<file path="src/rtl/wb_stage.sv">
// Writeback stage: selects register-file write data, passes through the write
// controls, and keeps a registered copy of the last write plus a write counter.
module wb_stage #(
   parameter int XLEN  = 32,
   parameter int CNT_W = 32
) (
   input  logic             clk,
   input  logic             rst_n,
   input  logic [2:0]       ctrl_wb,
   input  logic [XLEN-1:0]  pc4_wb,
   input  logic [XLEN-1:0]  mem_data,
   input  logic [XLEN-1:0]  alu_data,
   input  logic [XLEN-1:0]  rd_wb,
   output logic             op_write,
   output logic [XLEN-1:0]  write_data,
   output logic [XLEN-1:0]  write_addr,
   output logic             fwd_valid,
   output logic [XLEN-1:0]  fwd_addr,
   output logic [XLEN-1:0]  fwd_data,
   output logic [CNT_W-1:0] wr_count
);

   typedef struct packed {
      logic            valid;
      logic [XLEN-1:0] addr;
      logic [XLEN-1:0] data;
   } fwd_t;

   fwd_t fwd_q;

   assign op_write   = ctrl_wb[0];
   assign write_addr = rd_wb;

   // Link address wins over load data so JAL/JALR never pick up a stale load.
   always_comb begin
      write_data = alu_data;
      if (ctrl_wb[2])
         write_data = pc4_wb;
      else if (ctrl_wb[1])
         write_data = mem_data;
   end

   // x0 writes are never forwarded: their value must read back as zero.
   always_ff @(posedge clk or negedge rst_n) begin
      if (!rst_n) begin
         fwd_q <= '0;
      end else begin
         fwd_q.valid <= op_write && (write_addr != '0);
         fwd_q.addr  <= write_addr;
         fwd_q.data  <= write_data;
      end
   end

   always_ff @(posedge clk or negedge rst_n) begin
      if (!rst_n)
         wr_count <= '0;
      else if (op_write)
         wr_count <= wr_count + 1'b1;
   end

   assign fwd_valid = fwd_q.valid;
   assign fwd_addr  = fwd_q.addr;
   assign fwd_data  = fwd_q.data;

endmodule

</file>
<file path="config.mk">
export PLATFORM = sky130hd
export DESIGN_NAME = wb_stage
export DESIGN_NICKNAME = d
export VERILOG_FILES = /design/src/rtl/wb_stage.sv
export SDC_FILE = /design/constraint.sdc
export NUM_CORES = 1
export LEC_CHECK = 0
export BUFFER_PORTS_ARGS = -buffer_cell sky130_fd_sc_hd__buf_2
export CAP_MARGIN = 10
export CORE_ASPECT_RATIO = 0.75
export CORE_MARGIN = 8
export CORE_UTILIZATION = 28
export CTS_BUF_LIST = sky130_fd_sc_hd__clkbuf_4 sky130_fd_sc_hd__clkbuf_8
export DETAILED_ROUTE_END_ITERATION = 8
export SETUP_SLACK_MARGIN = 0.3
export SKIP_CTS_REPAIR_TIMING = 1
export SYNTH_ARGS = -nofsm -noshare
export SYNTH_HDL_FRONTEND = slang
export SYNTH_SLANG_ARGS = --single-unit
</file>
<file path="constraint.sdc">
create_clock -name clk -period 1.5 [get_ports clk]
set_clock_uncertainty 0.2 [all_clocks]
set_input_delay 0.15 -clock clk [delete_from_list [all_inputs] [get_ports clk]]
set_output_delay 0.15 -clock clk [all_outputs]
set_load 0.005 [all_outputs]
</file>
== Yosys cells after proc, flatten, opt, wreduce, memory -nomap -nowiden ==
Cells that the tools add are included.
Widths: inputs -> output; s select.

* Bits in registers: 97
* Bits of input ports: 133
* Output and inout port bits: 162

* $add $sub $neg: 1
* Muxes and demuxes: 2
* Reduce and logical (&&, ||, !) cells: 2

{| class="wikitable"
|+ Operators with widths
! operator !! number
|-
| $mux 32 || 2
|-
| $add 32x1->32 const B || 1
|-
| $reduce_bool 32->1 || 1
|-
| $logic_and 1x1->1 || 1
|}

== Longest topological paths before layout ==
Gate-level depths: netlist of run 1.

* Depth in word-level cells: 2
* Gate-level depth with buffers: 6
* Mapped depth without buffers: 5

== Least setup slack after synthesis of run 1 ==
No wires, ideal clock.

* Kind: flip-flop to flip-flop
* Start point: register wr_count[0]
* End point: register wr_count[22]
* Setup time: 0.124 ns
* Data arrival time: 1.321 ns
* Data required time: 1.176 ns
* Path slack: -0.144 ns
* Cell stages (with the launch flop): 6
* Buffers on the path: 0
* Period minus slack after synthesis: 1.644 ns
* Cells stage by stage: dfrtp_1 ha_1 nand4_1 nor3_4 nand4_1 xnor2_1

* Cells in the longest elaborated chain, start to end: 1

{| class="wikitable"
|+ Ends and longest elaborated chain
! what !! RTL line !! RTL
|-
| start, declared || 20 || <nowiki>output logic [CNT_W-1:0] wr_count</nowiki>
|-
| start signal, assigned || 58 || <nowiki>wr_count <= wr_count + 1'b1;</nowiki>
|-
| $add 32x1->32 || 58 ||
|}

No other way between the ends.
A chain may end at the register's enable or synchronous reset.

== Worst setup path after layout of run 1 ==
* Start point: register wr_count[1]
* End point: register wr_count[26]

Same word-level chain as after synthesis.

==> results of run 1 <==
==> synth_stat cells, drive strengths merged (3+ instances only) <==
master and number:
clkbuf 8, nor4 9, mux2i 32, nand4 13
xnor2 25, nand3 12, and3 6, buf 39
o21ai 32, dfrtp 97, nor2 5, nand2 40
xor2 6, and4 3
==> kinds of logic after synthesis <==
kind of cell / after synthesis
compound gates: 33
xor+xnor: 31
fa+ha+maj: 1
buf+inv: 48
flops: 97
mux: 33
simple gates: 90
==> power by group <==
part | total [W] | internal [W] | switching (W)
combinational | 0.00183 | 0.00104 | 0.000787
sequential | 0.00295 | 0.00283 | 0.000122
clock | 0.00193 | 0.000995 | 0.000930
==> worst max-delay path: cells and delay by family, from the launching register on <==
| kind | cells | cell delay (ns) |
|---|---|---|
| fa+ha+maj | 1 | 0.18 |
| buf+inv | 1 | 0.15 |
| simple gates | 3 | 0.48 |
| flops | 1 | 0.37 |
| xor+xnor | 1 | 0.14 |
==> stage by stage <==
| step | area (sq um) | instances |
|---|---|---|
| 5_1_grt | 7390 | 900 |
| 3_5_place_dp | 5860 | 804 |
| 3_3_place_gp | 5860 | 804 |
| 2_1_floorplan | 4080 | 333 |
| 6_report | 7390 | 900 |
| 4_1_cts | 6090 | 820 |
==> worst paths after layout <==
path	slack [ns]	cells past startpoint	to	start
worst min-delay path	-0.20	3	fwd_data[19]	pc4_wb[19]
worst max-delay path	-0.13	6	wr_count[26]	wr_count[1]
worst min register to register	0.35	1	wr_count[23]	wr_count[23]
worst max register to register	-0.13	6	wr_count[26]	wr_count[1]
max in group asynchronous	0.54	3	fwd_data[26]	rst_n
min in group asynchronous	0.18	3	fwd_addr[21]	rst_n
==> layout make-up <==
class                   instances  area [sq um]  share of cell area
flip-flops and latches         97          2430               0.329
clock buffers                  11           139              0.0188
multi-input cells             188          1540               0.208
well taps                     180           225              0.0305
clock inverters                 5          87.6              0.0119
inverters                       1          3.75            0.000508
repair buffers                418          2970               0.402
==> routing by layer <==
metal	vias up	global-route usage	part of all wire
met4	0	0.0464	0.017
li1	1884	-	-
met5	-	0	0
met3	18	0.0682	0.093
met2	176	0.247	0.50
met1	1903	0.164	0.39
==> registers in the layout, summed over array words and instances, names as in the netlist <==
register / cells
fwd_addr: 32
fwd_data: 32
wr_count: 32
fwd_valid: 1
==> placed cells by master (no fill, tap or decap), drive strengths merged <==
master / instances
nor3: 1
clkinvlp: 1
bufinv: 2
nand2: 40
o21ai: 32
inv: 3
o21a: 1
clkbuf: 15
dfrtp: 97
ha: 1
mux2: 1
xnor2: 25
nand3: 12
and3: 6
buf: 374
nand4: 13
xor2: 6
nor4: 9
mux2i: 32
nor2: 5
dlygate4sd3: 40
and4bb: 1
and4: 3
==> summary by stage, run 1 <==
STA
Of the available clock period, the critical path in the final layout requires 1.09. The minimum period implied by the final worst setup slack is 1.63 ns. The number of max-slew violations in the final report was 0.

Setup repair after global routing could not meet its margin everywhere. The actual transition at the worst max-transition pin is 0.514 ns. The number of failing hold endpoints at the final stage is 27. For the final routed database, the setup TNS stands at -1.69 ns.

Across all setup checks in the final design, the least slack found is -0.134 ns. Setup violations remaining at the end of the flow were counted as 25. In this run the tightest slew margin relative to its limit is 0.658. The fmax is 612 MHz.

The final worst hold slack is -0.197 ns.

GRT
The total congestion overflow after global routing is 0. The first global-routing pass estimated 21500 um of wire. The number of antenna violations at the first check in global routing is 0. Entering global routing, the biggest net connects 98 pins. The global router's overall resource usage is 0.147. The via count of the first global-routing pass came to 3960.

Synth
By area, the combinational part of the netlist is dominated by simple AND/OR/NAND/NOR gates. Of all flip-flops after synthesis, the portion carrying an async set or reset was 1.00. The compound-cell area share of the yosys netlist is 0.0416. The top cell type by total area after synthesis is sky130_fd_sc_hd__dfrtp_1. The synthesized netlist occupies a cell area of 4040 sq um. Of the total synthesized cell area, the portion taken by AND, OR, NAND and NOR gates is 0.126.

The fraction of synthesized area in multiplexers is 0.0822. The sequential-to-total area share from yosys stat is 0.602. The total nets after synthesis is 467.

The portion of synthesized cell area occupied by the leading cell type is 0.602. In the synthesized netlist the dominant register cell turns out to be sky130_fd_sc_hd__dfrtp_1. In this run, synthesis inferred 0 flip-flops with an integrated enable. The number of flip-flops and latches in the synthesized netlist is 97.

Sorting the synthesized cells by area gives the leading types as sky130_fd_sc_hd__dfrtp_1 (60%), sky130_fd_sc_hd__mux2i_1 (7.9%), sky130_fd_sc_hd__buf_4 (6.1%). Synthesis instantiated 26 different standard cells from the library. The count of mapped cells out of synthesis is 333. Of the total synthesized cell area, the portion taken by XOR and XNOR cells is 0.0673. The average footprint of a synthesized cell is 12.1 sq um. Of the total synthesized cell area, the portion taken by full adders, half adders and majority gates is 0.00310. Yosys printed 0 warnings.

Finish
Relative to the synthesized area, the layout overhead comes to 83.1%. The layout has 1280 filler cells. Of the cells placed in the final design, the portion with a size suffix greater than 1 is 0.628. The post-route core utilization is 0.518. The number of nets in the layout is 849.

The number of antenna diodes in the final layout is 0.

Clocking
The number of H-tree levels is 3. Clock tree synthesis found a total of 97 sinks. TritonCTS created 9 clock buffers. The root buffer cell chosen for the clock tree is sky130_fd_sc_hd__clkbuf_8. The TritonCTS clock tree is yes. For the worst-skew pair, the clock arrives at the later sink with an insertion delay of 0.37 ns.

The clock-pin slew on the worst setup and hold paths is 0.10 ns. The number of buffers on the longest clock path is 2.

Min path
The tightest min-delay check is of the in -> reg type.

Routing
The count of routing violations after the opening detailed-route iteration is 145. The first detailed-routing pass took 5 iterations. The final routed wirelength across all metal layers is 15900 um.

The average detailed-routed wire length per instance is 17.6 um. The count of nets left with antenna violations once routing finished came out at 0. After detailed routing, the number of vias per cell comes to 4.42. The via count of the routed design is 3981. The number of DRC violations after detailed routing is 0.

Placed design
Timing analysis after detailed placement gives a worst setup slack of -0.147 ns. The weighted congestion at the end of routability-driven global placement is 0.824. The HPWL after detailed placement is 11500 um. Port buffering added 294 buffers.

Worst setup path
The maximum fanout along the worst path is 10. The worst endpoint data arrival time is 1.70 ns. Traced cell by cell, the critical path runs through ha_1 -> nand4_1 -> nor3_4 -> buf_12 -> nand4_1 -> xnor2_1. The type of the setup path with the least slack is reg -> reg. The type of destination of the critical path is a flip-flop.

The worst-path cell with the longest stage delay is sky130_fd_sc_hd__dfrtp_1. The required time at the endpoint of the critical path is 1.56 ns. The critical path startpoint category is a flip-flop. The most numerous cell type found on the critical path is sky130_fd_sc_hd__nand4_1. The maximum cell stage delay along the critical path is 0.37 ns.

Pwr
The total power consumption of the routed design is 0.00670 W. In this run the static leakage power is 3.81 nW. In this run the power density over the cells is 907 nW/um^2. IR analysis of the VDD net gives a maximum drop of 419 uV.

Run
The tool flagged a number of max-cap violations equal to 0.

Floorplanning
The floorplan step defined a die boundary enclosing 18500 sq um. The initial utilization of the core area, before any placement, comes to 0.283. In this run the count of I/O pins placed on the die edge is 295. The chip height is 120 um. After floorplanning, the core was divided into 38 placement rows.

The core footprint is 14300 sq um. The floorplan step set the die width to 155 um.

Status
The run finished, with violations left. The checks that failed: negative hold slack, negative setup slack.
No activity file was read; power rests on OpenSTA's default activity.
==> inputs of run 2 (changes only) <==
- CORE_MARGIN: 8 -> not set
- TNS_END_PERCENT: not set -> 50
==> summary by stage, run 2 (same netlist as run 1, synthesis figures left out) <==
Clocking
For this design, the sink count on the clock tree is 97. The number of buffers on the longest clock path is 2. The number of buffers added by the clock tree synthesis step is 9. The insertion delay to the later sink of the worst-skew pair is 0.36 ns. The CTS root buffer is sky130_fd_sc_hd__clkbuf_8. TritonCTS built the clock tree. The number of H-tree levels is 3. The clock-pin slew on the worst setup and hold paths is 0.10 ns.

Status
The final reports fail on negative hold slack, negative setup slack. The run finished, with violations left.

Pwr
The clock power share is 0.274. Of the total power, registers draw 0.445. The share of total power dissipated in combinational logic is 0.282.

The total internal power is 0.00482 W. The total power consumption of the routed design is 0.00666 W. Power spread over the standard cell area amounts to 870 nW/um^2. The peak supply drop is 503 uV. The net switching power is 0.00185 W. The share of total power consumed by net switching is 0.277. For this design the static power due to leakage is 3.92 nW.

Worst setup path
The most prevalent standard cell on the critical path is sky130_fd_sc_hd__nand4_1. The worst setup path is launched from a flip-flop. The worst setup path is of the reg -> reg kind. The type of destination of the critical path is a flip-flop.

The maximum cell stage delay along the critical path is 0.36 ns. The sum of buffers and inverters on the critical path is 1. At the worst endpoint, the arrival time is 1.67 ns. The signal on the critical path passes through ha_1 -> nand4_1 -> nor3_4 -> buf_12 -> nand4_1 -> xnor2_1. In this run the worst path has a maximum fanout of 10. The required time at the endpoint of the critical path is 1.55 ns. On the critical path, the stage with the largest delay is an instance of sky130_fd_sc_hd__dfrtp_1.

The cell family with the largest share of critical-path delay is simple AND/OR/NAND/NOR gates.

GRT
The via count of the first global-routing pass is 3585. Entering global routing, the biggest net connects 51 pins. For this run the aggregate overflow at the end of global routing stands at 0.

The number of antenna violations at the first check in global routing is 0. The global router's overall resource usage is 0.156. The global-route wire length before repair is 18100 um.

Routing
Once detail routing completed, the nets flagged for antenna violations numbered 0. For this block, the via count after detailed routing is 3991. The ratio of routed vias to standard cells is 4.42.

The count of routing violations after the opening detailed-route iteration is 118. Summed over all layers, the routed wires come to 14200 um. After detailed routing, the number of remaining DRC violations is 0. The first detailed-routing pass ran for 4 iterations. Dividing the detail-routed wire length by the instance count gives 15.7 um.

Floorplanning
295 I/O pins were placed. For this configuration, the core starts out at a cell density of 0.291. The core footprint is 13900 sq um. The chip height is 106 um. In this run the core area contains 37 standard-cell rows. From left edge to right edge, the die measures 141 um.

The floorplan step defined a die boundary enclosing 14900 sq um.

STA
For the pin with the worst max-slew slack, the measured transition is 0.375 ns. After routing, the total negative slack on setup checks comes to -1.39 ns. Of the available clock period, the critical path in the final layout requires 1.08.

In this run the tightest slew margin relative to its limit is 0.747. The number of failing hold endpoints at the final stage was 30. The fmax is 618 MHz. The final count of negative-setup-slack endpoints is 22. The minimum period implied by the final worst setup slack is 1.62 ns. Setup repair after global routing could not meet its margin everywhere. The number of max-slew violations in the final report is 0.

The final worst-path setup slack is -0.119 ns. Hold timing on the final database bottoms out at a slack of -0.196 ns.

Placed design
Buffers placed on the I/O ports in this run total 294. The worst-case setup slack after placement is -0.104 ns. Detailed placement finished with a half-perimeter wire length of 9480 um.

The congestion estimate from routability-driven global placement came to 0.815.

Finish
The total of fill cells in the finished design is 1212. In the layout the commonest cells are sky130_fd_sc_hd__buf_2 (268), sky130_fd_sc_hd__dfrtp_1 (94), sky130_fd_sc_hd__buf_6 (54). The area overhead of the layout relative to synthesis is 89.8%. The most common cell after layout, fill and taps aside is sky130_fd_sc_hd__buf_2. The final layout contains 857 nets. The fraction of layout cells with a size suffix above 1 is 0.658. The antenna diode count is 0.

The post-route core utilization is 0.551.

Run
The number of max-cap violations is 0.

Min path
The worst min-delay path category is in -> reg.
-- run 2: cell count changes in the layout (fill, tap and decap cells not counted), sizes merged --
| cell | change |
|---|---|
| clkbuf | +3 |
| clkinvlp | -1 |
| bufinv | -1 |
| clkinv | +1 |
| buf | +9 |
| dlygate4sd3 | -3 |
-- run 2: stage by stage --
step	instances	instance area (sq um)
global placement	804	5870
global route	903	7660
detailed placement	804	5870
floorplan	333	4080
CTS	820	6080
finish	903	7660
-- run 2: path summary, 6_finish.rpt --
path | startpoint | endpoint | slack, ns | cells past startpoint
worst max-delay path | wr_count[1] | wr_count[22] | -0.12 | 6
worst min-delay path | pc4_wb[3] | fwd_data[3] | -0.20 | 3
worst max register to register | wr_count[1] | wr_count[22] | -0.12 | 6
worst min register to register | wr_count[31] | wr_count[31] | 0.27 | 1
max in group asynchronous | rst_n | fwd_addr[15] | 0.72 | 3
min in group asynchronous | rst_n | wr_count[3] | 0.12 | 3
-- run 2: final cells by class --
cell class	instances	area, sq um	share of cell area
clock buffers	12	159	0.0207
clock inverters	4	58.8	0.00768
multi-input cells	188	1680	0.219
inverters	1	3.75	0.000490
repair buffers	426	3110	0.406
flip-flops and latches	97	2430	0.317
well taps	175	219	0.0286
-- run 2: per-layer routing --
metal | part of all wire | wire length (um) | vias to the layer above | GRT usage
li1 | - | - | 1898 | -
met5 | 0 | 0 | - | 0
met2 | 0.53 | 7550 | 152 | 0.263
met4 | 0.011 | 150 | 0 | 0.0520
met1 | 0.41 | 5750 | 1927 | 0.194
met3 | 0.050 | 702 | 14 | 0.0410
-- run 2: power by group through the flow --
| stage | logic (W) | clock network (W) | registers (W) |
|---|---|---|---|
| 2_1_floorplan | 0.000391 | 0 | 0.00307 |
| 3_3_place_gp | 0.00126 | 0 | 0.00299 |
| 3_5_place_dp | 0.00128 | 0 | 0.00300 |
| 4_1_cts | 0.00128 | 0.00190 | 0.00295 |
| 5_1_grt | 0.00202 | 0.00200 | 0.00299 |
| 6_report | 0.00188 | 0.00182 | 0.00296 |
-- run 2: tightest hold or removal path: cells and delay by family --
family	cells	cell delay [ns]
compound gates	1	0.05
simple gates	1	0.05
buf+inv	1	0.07
==> inputs of run 3 (changes only) <==
- CORE_ASPECT_RATIO: 0.75 -> not set
- HOLD_SLACK_MARGIN: not set -> 0.05
- TNS_END_PERCENT: 50 -> 10
==> summary by stage, run 3 (same netlist as run 1, synthesis figures left out) <==
Status
The run finished, with violations left. The checks that failed: negative hold slack, negative setup slack.

Pwr
The analysis attributes to net switching a power of 0.00176 W. Internal power comes to 0.00458 W. The share of total power consumed by net switching is 0.278. Summing internal, switching and leakage power gives 0.00634 W. Of the total power, registers draw 0.465.

VDD sags by at most 454 uV. Of the total power, the clock network draws 0.287. The total power divided by cell area is 912 nW/um^2. The share of total power dissipated in combinational logic is 0.248. The total leakage power is 3.58 nW.

Finish
In the final layout, the share of cells above drive strength 1 is 0.581. The library cell used most frequently in the layout, excluding fill and tap cells, is sky130_fd_sc_hd__buf_2. After routing the design area is 6950 sq um.

The top cell types in the final layout, fill and taps aside, are sky130_fd_sc_hd__buf_2 (272), sky130_fd_sc_hd__dfrtp_1 (97), sky130_fd_sc_hd__dlygate4sd3_1 (43). The area overhead of the layout relative to synthesis is 72.2%. The number of nets in the layout is 819.

Min path
In this run the worst hold path is classified as in -> reg. The worst hold path endpoint is fwd_data[25]. In this run the most critical hold path is launched from pc4_wb[25].

The worst hold path passes through 3 cells.

Worst setup path
The type of the setup path with the least slack is reg -> reg. The critical path startpoint category is a flip-flop. Along the worst path, the maximum fanout reaches 10. The required time at the endpoint of the critical path is 1.57 ns. Across all register-to-register paths, the minimum setup slack is -0.13 ns. The startpoint of the worst-slack reg-to-reg timing path is wr_count[0]. The terminus of the critical flop-to-flop path is wr_count[14]. The number of cells traversed by the worst register-to-register path is 6. The type of destination of the critical path is a flip-flop. The worst endpoint data arrival time is 1.70 ns.

Floorplanning
For this configuration, the core starts out at a cell density of 0.288. The placement row count is 43. The core footprint is 14000 sq um. For this design the top-level I/O count stands at 295.

From left edge to right edge, the die measures 122 um. From bottom edge to top edge, the die measures 122 um. The area of the die is 14900 sq um.

STA
The final count of negative-setup-slack endpoints is 23. On the final layout, the worst hold slack is -0.219 ns. Static timing analysis puts the maximum clock frequency at 615 MHz. The relative slew slack is 0.772. At the pin with the least slew margin, the transition time is 0.338 ns. The final period utilization is 1.08. The minimum period implied by the final worst setup slack is 1.63 ns. The number of max-slew violations in the final report is 0.

Across all setup checks in the final design, the least slack found is -0.125 ns. Setup repair after global routing could not meet its margin everywhere. The number of failing hold endpoints at the final stage is 23.

Clocking
No sink is reached through more buffers than the 2 on the longest clock path. The number of buffers added by the clock tree synthesis step is 9. The number of H-tree levels is 3. The clock-pin slew on the worst setup and hold paths is 0.10 ns. Clock latency on the worst-skew pair, taken at its later pin, is 0.37 ns. The clock drives 97 sinks. The tree is rooted in a sky130_fd_sc_hd__clkbuf_8. The TritonCTS clock tree is yes.

Placed design
The worst-case setup slack after placement is -0.169 ns. Port buffering added 294 buffers. The wire-length estimate of the detail-placed layout is 10200 um. The instance area after placement is 5860 sq um. Routability-driven placement finished with a final weighted congestion of 0.861.

Routing
The total routed wire length on the met1 layer is 4790 um. The remaining number of nets flagged by the antenna check after routing is 0. The detailed router used layers up to and including met4.

The number of DRC violations after detailed routing is 0. After detailed routing, the met2 layer carries 7290 um of wire. The average detailed-routed wire length per instance is 15.4 um. The wire length on met3 is 1010 um.

The count of routing violations after the opening detailed-route iteration is 118. Detailed routing inserted a total of 3843 vias. For this block, the routed nets add up to 13400 um of wire.

The ratio of routed vias to standard cells is 4.41. The first-pass iteration count of the detailed router is 4.

GRT
The via count of the first global-routing pass is 3526. The first global-routing pass estimated 18300 um of wire. The global router's overall resource usage is 0.167. The total congestion overflow after global routing is 0.

Entering global routing, the biggest net connects 41 pins. The number of antenna violations at the first check in global routing came to 2.

Run
The number of max-cap violations is 0.
## run 3: per-layer routing
layer  vias to the layer above  GRT usage
met1                      1836      0.175
met5                         -          0
met3                        22     0.0543
met4                         0     0.0972
li1                       1821          -
met2                       164      0.293
## run 3: power groups by stage
| stage | logic, W | registers [W] | clock network (W) |
|---|---|---|---|
| floorplan | 0.000384 | 0.00306 | 0 |
| global placement | 0.00127 | 0.00298 | 0 |
| detailed placement | 0.00129 | 0.00299 | 0 |
| CTS | 0.00131 | 0.00294 | 0.00186 |
| global route | 0.00172 | 0.00297 | 0.00196 |
| finish | 0.00157 | 0.00294 | 0.00182 |
## run 3: worst max-delay path by stage
stage,start,endpoint,cells after the start
after floorplan,wr_count[0],wr_count[22],5
after global routing,wr_count[0],wr_count[14],6
after global placement,rd_wb[5],fwd_valid,5
after CTS,wr_count[0],wr_count[10],6
final,wr_count[0],wr_count[14],6
after detailed placement,rd_wb[5],fwd_valid,5
## run 3: stage by stage
stage	util	cells	setup TNS, ns
floorplan	-	333	-1.82
global placement	0.419	810	-1.50
detailed placement	0.419	810	-2.60
CTS	0.434	826	-3.20
global route	0.497	872	-4.10
finish	0.497	872	-1.78
## run 3: final cells by class
cell class | instances | area [sq um]
fill | 1303 | 7040
timing repair buffer | 388 | 2590
sequential | 97 | 2430
multi-input combinational | 188 | 1490
tap | 180 | 225
clock buffer | 12 | 159
clock inverter | 4 | 51.3
antenna | 2 | 5.00
inverter | 1 | 3.75
## run 3: critical path: stages, from the launching register on
cell and delay, ns:
sky130_fd_sc_hd__dfrtp_1 0.37, sky130_fd_sc_hd__ha_2 0.19, sky130_fd_sc_hd__nand4_1 0.15, sky130_fd_sc_hd__nor3_4 0.20
sky130_fd_sc_hd__buf_12 0.15, sky130_fd_sc_hd__nand4_1 0.12, sky130_fd_sc_hd__xnor2_1 0.14
